`src/rtl/leve1_csr_access_pkg.sv`:
```
// Shared CSR access definitions: write-command and privilege codes, data width,
// FSM state and funct3 enums, and the decode helpers used by the access block.
`ifndef LEVE1_DEFS_VH
`define LEVE1_DEFS_VH
`define XLEN 64
`define CSR_NONE 2'b00
`define CSR_SET 2'b01
`define CSR_CLEAR 2'b10
`define CSR_WRITE 2'b11
`define MODE_U 2'b00
`define MODE_S 2'b01
`define MODE_M 2'b11
`endif

package leve1_csr_access_pkg;

  typedef enum logic [1:0] {
    ST_IDLE  = 2'd0,
    ST_READ  = 2'd1,
    ST_WRITE = 2'd2,
    ST_RESP  = 2'd3
  } state_e;

  typedef enum logic [2:0] {
    F3_CSRRW  = 3'b001,
    F3_CSRRS  = 3'b010,
    F3_CSRRC  = 3'b011,
    F3_CSRRWI = 3'b101,
    F3_CSRRSI = 3'b110,
    F3_CSRRCI = 3'b111
  } funct3_e;

  // RW forms always write; S/C forms write only with a nonzero rs1/uimm index.
  function automatic logic write_due(input logic [2:0] funct3, input logic [4:0] rs1_idx);
    return (funct3[1:0] == 2'b01) || (rs1_idx != 5'd0);
  endfunction

  function automatic logic access_illegal(input logic [2:0]  funct3,
                                          input logic [11:0] csr,
                                          input logic [1:0]  mode,
                                          input logic        wr_due);
    return (funct3[1:0] == 2'b00) || (csr[9:8] > mode) ||
           ((csr[11:10] == 2'b11) && wr_due);
  endfunction

  function automatic logic [1:0] wcmd_of(input logic [2:0] funct3, input logic wr_due);
    logic [1:0] cmd;
    cmd = `CSR_NONE;
    if (wr_due) begin
      case (funct3[1:0])
        2'b01:   cmd = `CSR_WRITE;
        2'b10:   cmd = `CSR_SET;
        2'b11:   cmd = `CSR_CLEAR;
        default: cmd = `CSR_NONE;
      endcase
    end
    return cmd;
  endfunction

endpackage

```
`src/rtl/leve1_csr_access.sv`:
```
// CSR instruction sequencer: legality check, synchronous CSR read of the old
// value, then a single-cycle write command toward the CSR file.
//
// state    | meaning
// ST_IDLE  | ready for a request, CSR buses parked at zero
// ST_READ  | CSR_RA driven, CSR file returns old value next cycle
// ST_WRITE | old value captured, write command issued for one cycle
// ST_RESP  | response held until RSP_READY
module leve1_csr_access
  import leve1_csr_access_pkg::*;
#(
  parameter int XLEN = `XLEN
) (
  input  logic            CLK,
  input  logic            RSTn,
  input  logic            REQ_VALID,
  output logic            REQ_READY,
  input  logic [2:0]      REQ_FUNCT3,
  input  logic [11:0]     REQ_CSR,
  input  logic [4:0]      REQ_RS1_IDX,
  input  logic [XLEN-1:0] REQ_RS1_VAL,
  input  logic [4:0]      REQ_RD_IDX,
  input  logic [1:0]      REQ_MODE,
  output logic [11:0]     CSR_RA,
  input  logic [XLEN-1:0] CSR_RD,
  output logic [1:0]      CSR_WCMD,
  output logic [11:0]     CSR_WA,
  output logic [XLEN-1:0] CSR_WD,
  output logic            RSP_VALID,
  input  logic            RSP_READY,
  output logic            RSP_WE,
  output logic [4:0]      RSP_RD_IDX,
  output logic [XLEN-1:0] RSP_DATA,
  output logic            RSP_ILLEGAL,
  output logic            RETIRE
);

  state_e          state;
  logic [11:0]     csr_q;
  logic [4:0]      rd_q;
  logic [XLEN-1:0] opnd_q;
  logic [1:0]      cmd_q;
  logic            we_q;
  logic            read_q;

  logic            req_due;
  logic            req_ill;
  logic            req_skip;
  logic [1:0]      req_cmd;
  logic [XLEN-1:0] req_opnd;

  always_comb begin
    req_due  = write_due(REQ_FUNCT3, REQ_RS1_IDX);
    req_ill  = access_illegal(REQ_FUNCT3, REQ_CSR, REQ_MODE, req_due);
    req_skip = (REQ_FUNCT3[1:0] == 2'b01) && (REQ_RD_IDX == 5'd0);
    req_cmd  = wcmd_of(REQ_FUNCT3, req_due);
    req_opnd = REQ_FUNCT3[2] ? XLEN'(REQ_RS1_IDX) : REQ_RS1_VAL;
  end

  // Gated by RSTn so ready is low during reset yet high on the first edge after release.
  assign REQ_READY = (state == ST_IDLE) && RSTn;
  assign RETIRE    = RSP_VALID && RSP_READY && !RSP_ILLEGAL;

  always_ff @(posedge CLK or negedge RSTn) begin
    if (!RSTn) begin
      state       <= ST_IDLE;
      csr_q       <= '0;
      rd_q        <= '0;
      opnd_q      <= '0;
      cmd_q       <= `CSR_NONE;
      we_q        <= 1'b0;
      read_q      <= 1'b0;
      CSR_RA      <= '0;
      CSR_WCMD    <= `CSR_NONE;
      CSR_WA      <= '0;
      CSR_WD      <= '0;
      RSP_VALID   <= 1'b0;
      RSP_WE      <= 1'b0;
      RSP_RD_IDX  <= '0;
      RSP_DATA    <= '0;
      RSP_ILLEGAL <= 1'b0;
    end else begin
      case (state)
        ST_IDLE: begin
          if (REQ_VALID) begin
            csr_q    <= REQ_CSR;
            rd_q     <= REQ_RD_IDX;
            opnd_q   <= req_opnd;
            cmd_q    <= req_cmd;
            read_q   <= !req_ill && !req_skip;
            we_q     <= !req_ill && !req_skip && (REQ_RD_IDX != 5'd0);
            RSP_DATA <= '0;
            if (req_ill) begin
              state       <= ST_RESP;
              RSP_VALID   <= 1'b1;
              RSP_ILLEGAL <= 1'b1;
              RSP_WE      <= 1'b0;
              RSP_RD_IDX  <= REQ_RD_IDX;
            end else if (req_skip) begin
              state    <= ST_WRITE;
              CSR_WCMD <= req_cmd;
              CSR_WA   <= REQ_CSR;
              CSR_WD   <= req_opnd;
            end else begin
              state  <= ST_READ;
              CSR_RA <= REQ_CSR;
            end
          end
        end
        ST_READ: begin
          state    <= ST_WRITE;
          CSR_RA   <= '0;
          CSR_WCMD <= cmd_q;
          CSR_WA   <= csr_q;
          CSR_WD   <= opnd_q;
        end
        ST_WRITE: begin
          // CSR_RD still holds the pre-write value here; the write lands on this edge.
          state       <= ST_RESP;
          RSP_DATA    <= read_q ? CSR_RD : '0;
          CSR_WCMD    <= `CSR_NONE;
          CSR_WA      <= '0;
          CSR_WD      <= '0;
          RSP_VALID   <= 1'b1;
          RSP_WE      <= we_q;
          RSP_RD_IDX  <= rd_q;
          RSP_ILLEGAL <= 1'b0;
        end
        ST_RESP: begin
          if (RSP_READY) begin
            state       <= ST_IDLE;
            RSP_VALID   <= 1'b0;
            RSP_WE      <= 1'b0;
            RSP_RD_IDX  <= '0;
            RSP_DATA    <= '0;
            RSP_ILLEGAL <= 1'b0;
          end
        end
        default: state <= ST_IDLE;
      endcase
    end
  end

endmodule

```
`config.mk`:
```
export PLATFORM = sky130hd
export DESIGN_NAME = leve1_csr_access
export DESIGN_NICKNAME = d
export VERILOG_FILES = /design/src/rtl/leve1_csr_access_pkg.sv /design/src/rtl/leve1_csr_access.sv
export SDC_FILE = /design/constraint.sdc
export NUM_CORES = 1
export LEC_CHECK = 0
export ABC_AREA = 1
export BUFFER_PORTS_ARGS = -buffer_cell sky130_fd_sc_hd__buf_4
export CAP_MARGIN = 5
export CORE_ASPECT_RATIO = 1.4
export CORE_MARGIN = 2
export CORE_UTILIZATION = 52
export CTS_BUF_LIST = sky130_fd_sc_hd__clkbuf_16
export DETAILED_ROUTE_END_ITERATION = 8
export GPL_TIMING_DRIVEN = 0
export PLACE_DENSITY = 0.88
export SYNTH_ARGS = -nofsm -noshare
export SYNTH_HDL_FRONTEND = slang
export SYNTH_SLANG_ARGS = --single-unit
```
`constraint.sdc`:
```
create_clock -name CLK -period 1.97 [get_ports CLK]
set_input_delay 0.394 -clock CLK [delete_from_list [all_inputs] [get_ports CLK]]
set_output_delay 0.394 -clock CLK [all_outputs]
set_load 0.02 [all_outputs]
```
=== After elaboration in Yosys (flattened, before gate mapping) ===
Index checks and enable logic that the tools add are counted.
W data, S select, Z words.

* Order comparisons: 1
* Equality and inequality tests: 13
* Mux-type cells: 40
* Reductions and logical operators: 27

{| class="wikitable"
|+ Operators with widths
! kind !! count
|-
| $mux W64 || 7
|-
| $pmux W64 S3 || 2
|-
| $mux W12 || 6
|-
| $pmux W12 S3 || 1
|-
| $pmux W12 S2 || 1
|-
| $mux W2 || 8
|-
| $mux W5 || 3
|-
| $pmux W5 S3 || 1
|-
| $ne A2 B2 Y1 const B || 6
|-
| $pmux W2 S3 || 2
|-
| $reduce_and A4 Y1 || 3
|-
| $eq A2 B2 Y1 const B || 5
|-
| $reduce_bool A5 Y1 || 2
|-
| $pmux W1 S3 || 3
|-
| $pmux W2 S4 || 1
|-
| $logic_and A1 B1 Y1 || 7
|-
| $reduce_bool A3 Y1 || 2
|-
| $logic_not A5 Y1 || 1
|-
| $mux W1 || 5
|-
| $eq A2 B1 Y1 const B || 2
|-
| $logic_not A2 Y1 || 2
|-
| $reduce_and A2 Y1 || 2
|-
| $logic_not A1 Y1 || 3
|-
| $logic_or A1 B1 Y1 || 3
|-
| 3 further kinds || 3
|}

* Flip-flop bits (word level): 249
* Input bits: 159
* Output and inout bits: 164
* Word-level logic and storage cells: 97

=== Depth between registers and ports, before layout ===
* Word-level depth: 7
* Gate-level depth with buffers: 13
* Depth with buffers taken out: 11

=== Least setup slack after synthesis ===
No wires, ideal clock.

* Kind: in2reg
* Start point: input port REQ_MODE[1]
* End point: register CSR_WA[0]
* Setup time: 117 ps
* Data arrival time: 1673 ps
* Required time: 1853 ps
* Slack: 180 ps
* Cell stages on the path: 12
* Path buffers: 2
* Path through: inv_1 ha_1 nand2_1 nand2_1 a21oi_1 nand3_1 nand2_2 nand2_2 buf_6 buf_6 nand2_1 nand2_1

* Word-level cells in the longest chain between the ends: 5

{| class="wikitable"
|+ RTL lines
! element !! RTL line !! text
|-
| start: declaration || leve1_csr_access.sv:23 || <nowiki>input logic [1:0] REQ_MODE,</nowiki>
|-
| $gt A2 B2 Y1 || leve1_csr_access_pkg.sv:42 || <nowiki>return (funct3[1:0] == 2'b00) || (csr[9:8] > mode) ||</nowiki>
|-
| $logic_or A1 B1 Y1 (2 in series) || leve1_csr_access_pkg.sv:42 ||
|-
| $ne A2 B2 Y1 (no source line) || -- ||
|-
| $reduce_and A4 Y1 (no source line) || -- ||
|-
| end signal: assignment || leve1_csr_access.sv:114 || <nowiki>CSR_WA <= csr_q;</nowiki>
|-
| end: declaration || leve1_csr_access.sv:27 || <nowiki>output logic [11:0] CSR_WA,</nowiki>
|}

Every way passes these cells.
A chain may end at the register's enable or synchronous reset.

=== Worst setup path in the final report ===
* Start point: register state[0]
* End point: register RSP_RD_IDX[2]

* Word-level cells in the longest chain between the ends: 3

{| class="wikitable"
|+ RTL lines
! element !! RTL line !! text
|-
| start: declaration || leve1_csr_access.sv:38 || <nowiki>state_e state;</nowiki>
|-
| start signal: assignment || leve1_csr_access.sv:66 || <nowiki>state <= ST_IDLE;</nowiki>
|-
| start signal: assignment || leve1_csr_access.sv:94 || <nowiki>state <= ST_RESP;</nowiki>
|-
| start signal: assignment || leve1_csr_access.sv:100 || <nowiki>state <= ST_WRITE;</nowiki>
|-
| $eq A2 B2 Y1 or $logic_not A2 Y1 (tied branches) || leve1_csr_access.sv:83 || <nowiki>case (state)</nowiki>
|-
| $ne A2 B2 Y1 (no source line) or $reduce_bool A3 Y1 (tied branches) || -- ||
|-
| $reduce_and A4 Y1 (no source line) || -- ||
|-
| end signal: assignment || leve1_csr_access.sv:126 || <nowiki>RSP_RD_IDX <= rd_q;</nowiki>
|-
| end: declaration || leve1_csr_access.sv:32 || <nowiki>output logic [4:0] RSP_RD_IDX,</nowiki>
|}

Parallel ways exist; a longest one is shown, timed or not.

==> impl_results.md <==
* Number of buffers created by CTS at 23
* Layout area overhead at 33.6%
* Final setup fails at 0
* Yosys reg bits at around 250
* Max transition margin at 0.288
* Initial Utilization at 0.525
* Post-route minimum period at ~1.9 ns
* Critical path class: flop to flop
* Drc violations at 0
* Post-Route Setup TNS at 0 ns
* Largest stage delay on the critical path at 0.44 ns
* Syn_nets at between 1000 and 1500
* Detailed Place HPWL at 24.7 mm
* Buffers plus inverters on the worst setup path at 3
* Post-synthesis sequential area ratio at 0.566
* Post-DR vias/cell at 5.52
* Number of synthesized flops with an enable pin at 0
* Gate count of the mapped netlist at 1328
* Critical path, cell by cell: buf_4, ha_2, inv_1, o22ai_4, nor2_2, nand2_1, buf_2, nand2_1, o21ai_0
* Critical path arrival at roughly 2.3 ns
* Tot GR Track Use at 0.300
* DRT iter0 DRCs at just under 800
* FF-to-FF End: RSP_RD_IDX[2]
* Post-cts hold buffer count at 3
* Logic pwr share at 0.471
* Clock Path Buffers at 3
* Synth unique cells at 23
* Cell family contributing the most delay on the critical path: buffers and inverters
* Outcome: finished with violations
* Fin. max-slew vios at 0
* Worst reg2reg path depth at 9
* Lkg Pwr at a little under 8 nW
* Critical path capture point type: flop
* Clock Sinks at 249
* RSZ-0062 raised after global routing: true
* Synth top area cells: dfrtp_1 57%, nand2_1 17%, o21ai_0 10%, nand3_1 7.3%, clkbuf_1 1.6%
* Reg-to-Reg Start: state[0]
* Vias in the first global route at 10623
* Primary FF master, synth: dfrtp_1
* Antenna Cells at 0
* Yosys top cell by area: dfrtp_1
* H-tree Lvls at 1
* Pre-CTS setup slack at -0.427 ns
* Routability cong. at slightly below 0.9
* Worst setup SP type: flop
* Via Count at 10817
* Layout cell share with drive strength beyond 1 at 0.262
* CP max-delay cell: dfrtp_2
* Clock Pin Slew Worst Setup and Hold Paths at roughly 0.070 ns
* Rows at 63
* Die Wd at 127 um
* Worst hold slack at -0.116 ns
* Clock network fraction of design power at 0.181
* DRT Pass-1 Iters at 7
* Detail Route Antenna Nets at 0
* R2R setup slack at 0.07 ns
* Overflow after GRT at 0
* Post-Syn Area per Cell at 8.29 um2
* Fmax at 527 MHz
* First-pass GRT wire length at around 54 mm
* DIE AREA at 0.0224 mm2
* Post-route setup slack at approximately 0.073 ns
* Setup Skew at between 0.015 and 0.02 ns
* CTS tree: yes
* Final hold violations at 164
* Die H at 176 um
* Final WL at ~34 mm
* Fillers at 1652
* Largest net degree at the start of global routing at 88
* Failing checks: hold timing
* Sw frac at 0.429
* FFs w/ async S/R, synth at 1.00
* CP Max Fanout at 10
* Int Pwr at 13.0 mW
* Peak VDD IR at 1.01 mV
* Cell with the most instances after synthesis: nand2_1
* Sequential Power Share at 0.348
* Core Area at about 0.021 mm2
* Synth top area share at 0.566
* Port bufs at 321
* Clock root cell: clkbuf_16
* Switching power of the nets at between 9 and 10 mW
* Drt wl/cell at 17.4 um
* Top cells by count, synth: 505 x nand2_1, 249 x dfrtp_1, 231 x o21ai_0
* Worst EP required at around 2.4 ns
* Cell area power density at 1550 mW/mm2
* Maximum Capacitance Violations at 0
* Ports at around 320
* Post-layout nets at 1856
* Clock Latency Late Sink at 0.51 ns
* Final period util at 0.963
* Hold Path Class: input port to async pin
* Pin slew with the least headroom to its limit at about 1.1 ns
* Initial antenna violation count at 0
* Cell Area, Synth at roughly 0.011 mm2
* Warnings from Yosys at 0
* Cell mode on critical path: nand2_1
[repair_timing]
action | 4_1_cts | 5_1_grt
buffers inserted | 6 | 5
cloned | 0 | 0
pin swaps | 3 | 3
hold endpoints to repair | 22 | 164
resized for setup | 25 | 31
setup endpoints to repair | 219 | 137
[sequential cells by signal (all words and copies together) (netlist names), 2 cells and up]
register and flops:
CSR_WD 64, RSP_DATA 64, opnd_q 64, CSR_RA 12, CSR_WA 12, csr_q 12
RSP_RD_IDX 5, rd_q 5, CSR_WCMD 2, cmd_q 2, state 2
[cell usage in the layout, fill, tap and decap left out, types with 2 or more instances in the layout]
cell type,Yosys,final
ha_4,0,2
nand2_1,505,503
nand2_2,2,4
inv_2,4,5
clkinv_1,1,7
buf_12,0,2
buf_4,9,341
clkbuf_1,48,35
clkbuf_4,0,3
dfrtp_1,249,248
clkbuf_16,0,23
a22oi_1,5,5
nand4_1,2,2
ha_1,9,6
o21ai_1,2,2
o21ai_0,231,231
buf_2,32,28
clkbuf_2,0,13
inv_1,24,26
nand3_1,160,160
mux2i_1,2,2
buf_6,3,6
clkinv_2,0,4
buf_16,0,2
or2_2,3,3
nor2_1,26,25
[per-stage QoR]
| step | util | hold slack [ns] | total power [mW] | area (um2) | cells |
|---|---|---|---|---|---|
| 2_1_floorplan | - | 0.0984 | 14.2 | 11000 | 1328 |
| 3_3_place_gp | 0.656 | 0.454 | 17.8 | 13700 | 1909 |
| 3_5_place_dp | 0.659 | 0.255 | 18.2 | 13800 | 1911 |
| 4_1_cts | 0.698 | -0.0746 | 22.6 | 14600 | 1957 |
| 5_1_grt | 0.702 | -0.0724 | 24.3 | 14700 | 1961 |
| 6_report | 0.702 | -0.116 | 22.8 | 14700 | 1961 |
[layout make-up]
class	count	area, um2	share of cell area
Sequential cell	249	6230	0.424
Clock inverter	15	86.3	0.00587
Multi-Input combinational cell	951	4260	0.289
Buffer	97	519	0.0353
Inverter	29	113	0.00765
Clock buffer	23	576	0.0391
Timing Repair Buffer	337	2610	0.177
Tap cell	260	325	0.0221
[per-layer routing]
metal	GRT usage	part of all wire
met1	0.359	0.37
met2	0.518	0.50
met3	0.0697	0.082
met4	0.129	0.042
met5	0	0
[worst max-delay path by stage]
| stage | start | end | slack [ns] | cells past startpoint |
|---|---|---|---|---|
| 6_report | state[0] | RSP_RD_IDX[2] | 0.07 | 9 |
| 5_1_grt | state[0] | RSP_RD_IDX[4] | -0.04 | 8 |
| 4_1_cts | state[0] | RSP_DATA[16] | 0.02 | 9 |
| 3_5_place_dp | REQ_FUNCT3[1] | CSR_WA[2] | -0.43 | 10 |
| 3_3_place_gp | RSTn | REQ_READY | -1.56 | 4 |
| 2_1_floorplan | REQ_MODE[1] | CSR_WA[0] | 0.18 | 12 |
[power groups by stage]
stage | Sequential, mW | Clock, mW | Combinational, mW
after floorplan | 8.90 | 0 | 5.29
after global routing | 8.11 | 4.34 | 11.8
final | 7.95 | 4.12 | 10.8
after global placement | 7.90 | 0 | 9.94
after detailed placement | 7.97 | 0 | 10.2
after CTS | 7.90 | 4.14 | 10.5
[logic make-up (layout without fill, tap and decap cells)]
group           after synthesis  count (layout)  share of synthesized area
compound gates              242             242                      0.112
fa+ha+maj                     9               9                     0.0102
buf+inv                     128             501                     0.0524
flops                       249             249                      0.566
mux                           2               2                    0.00182
simple gates                698             698                      0.258
(Power assumes the default switching activity.)
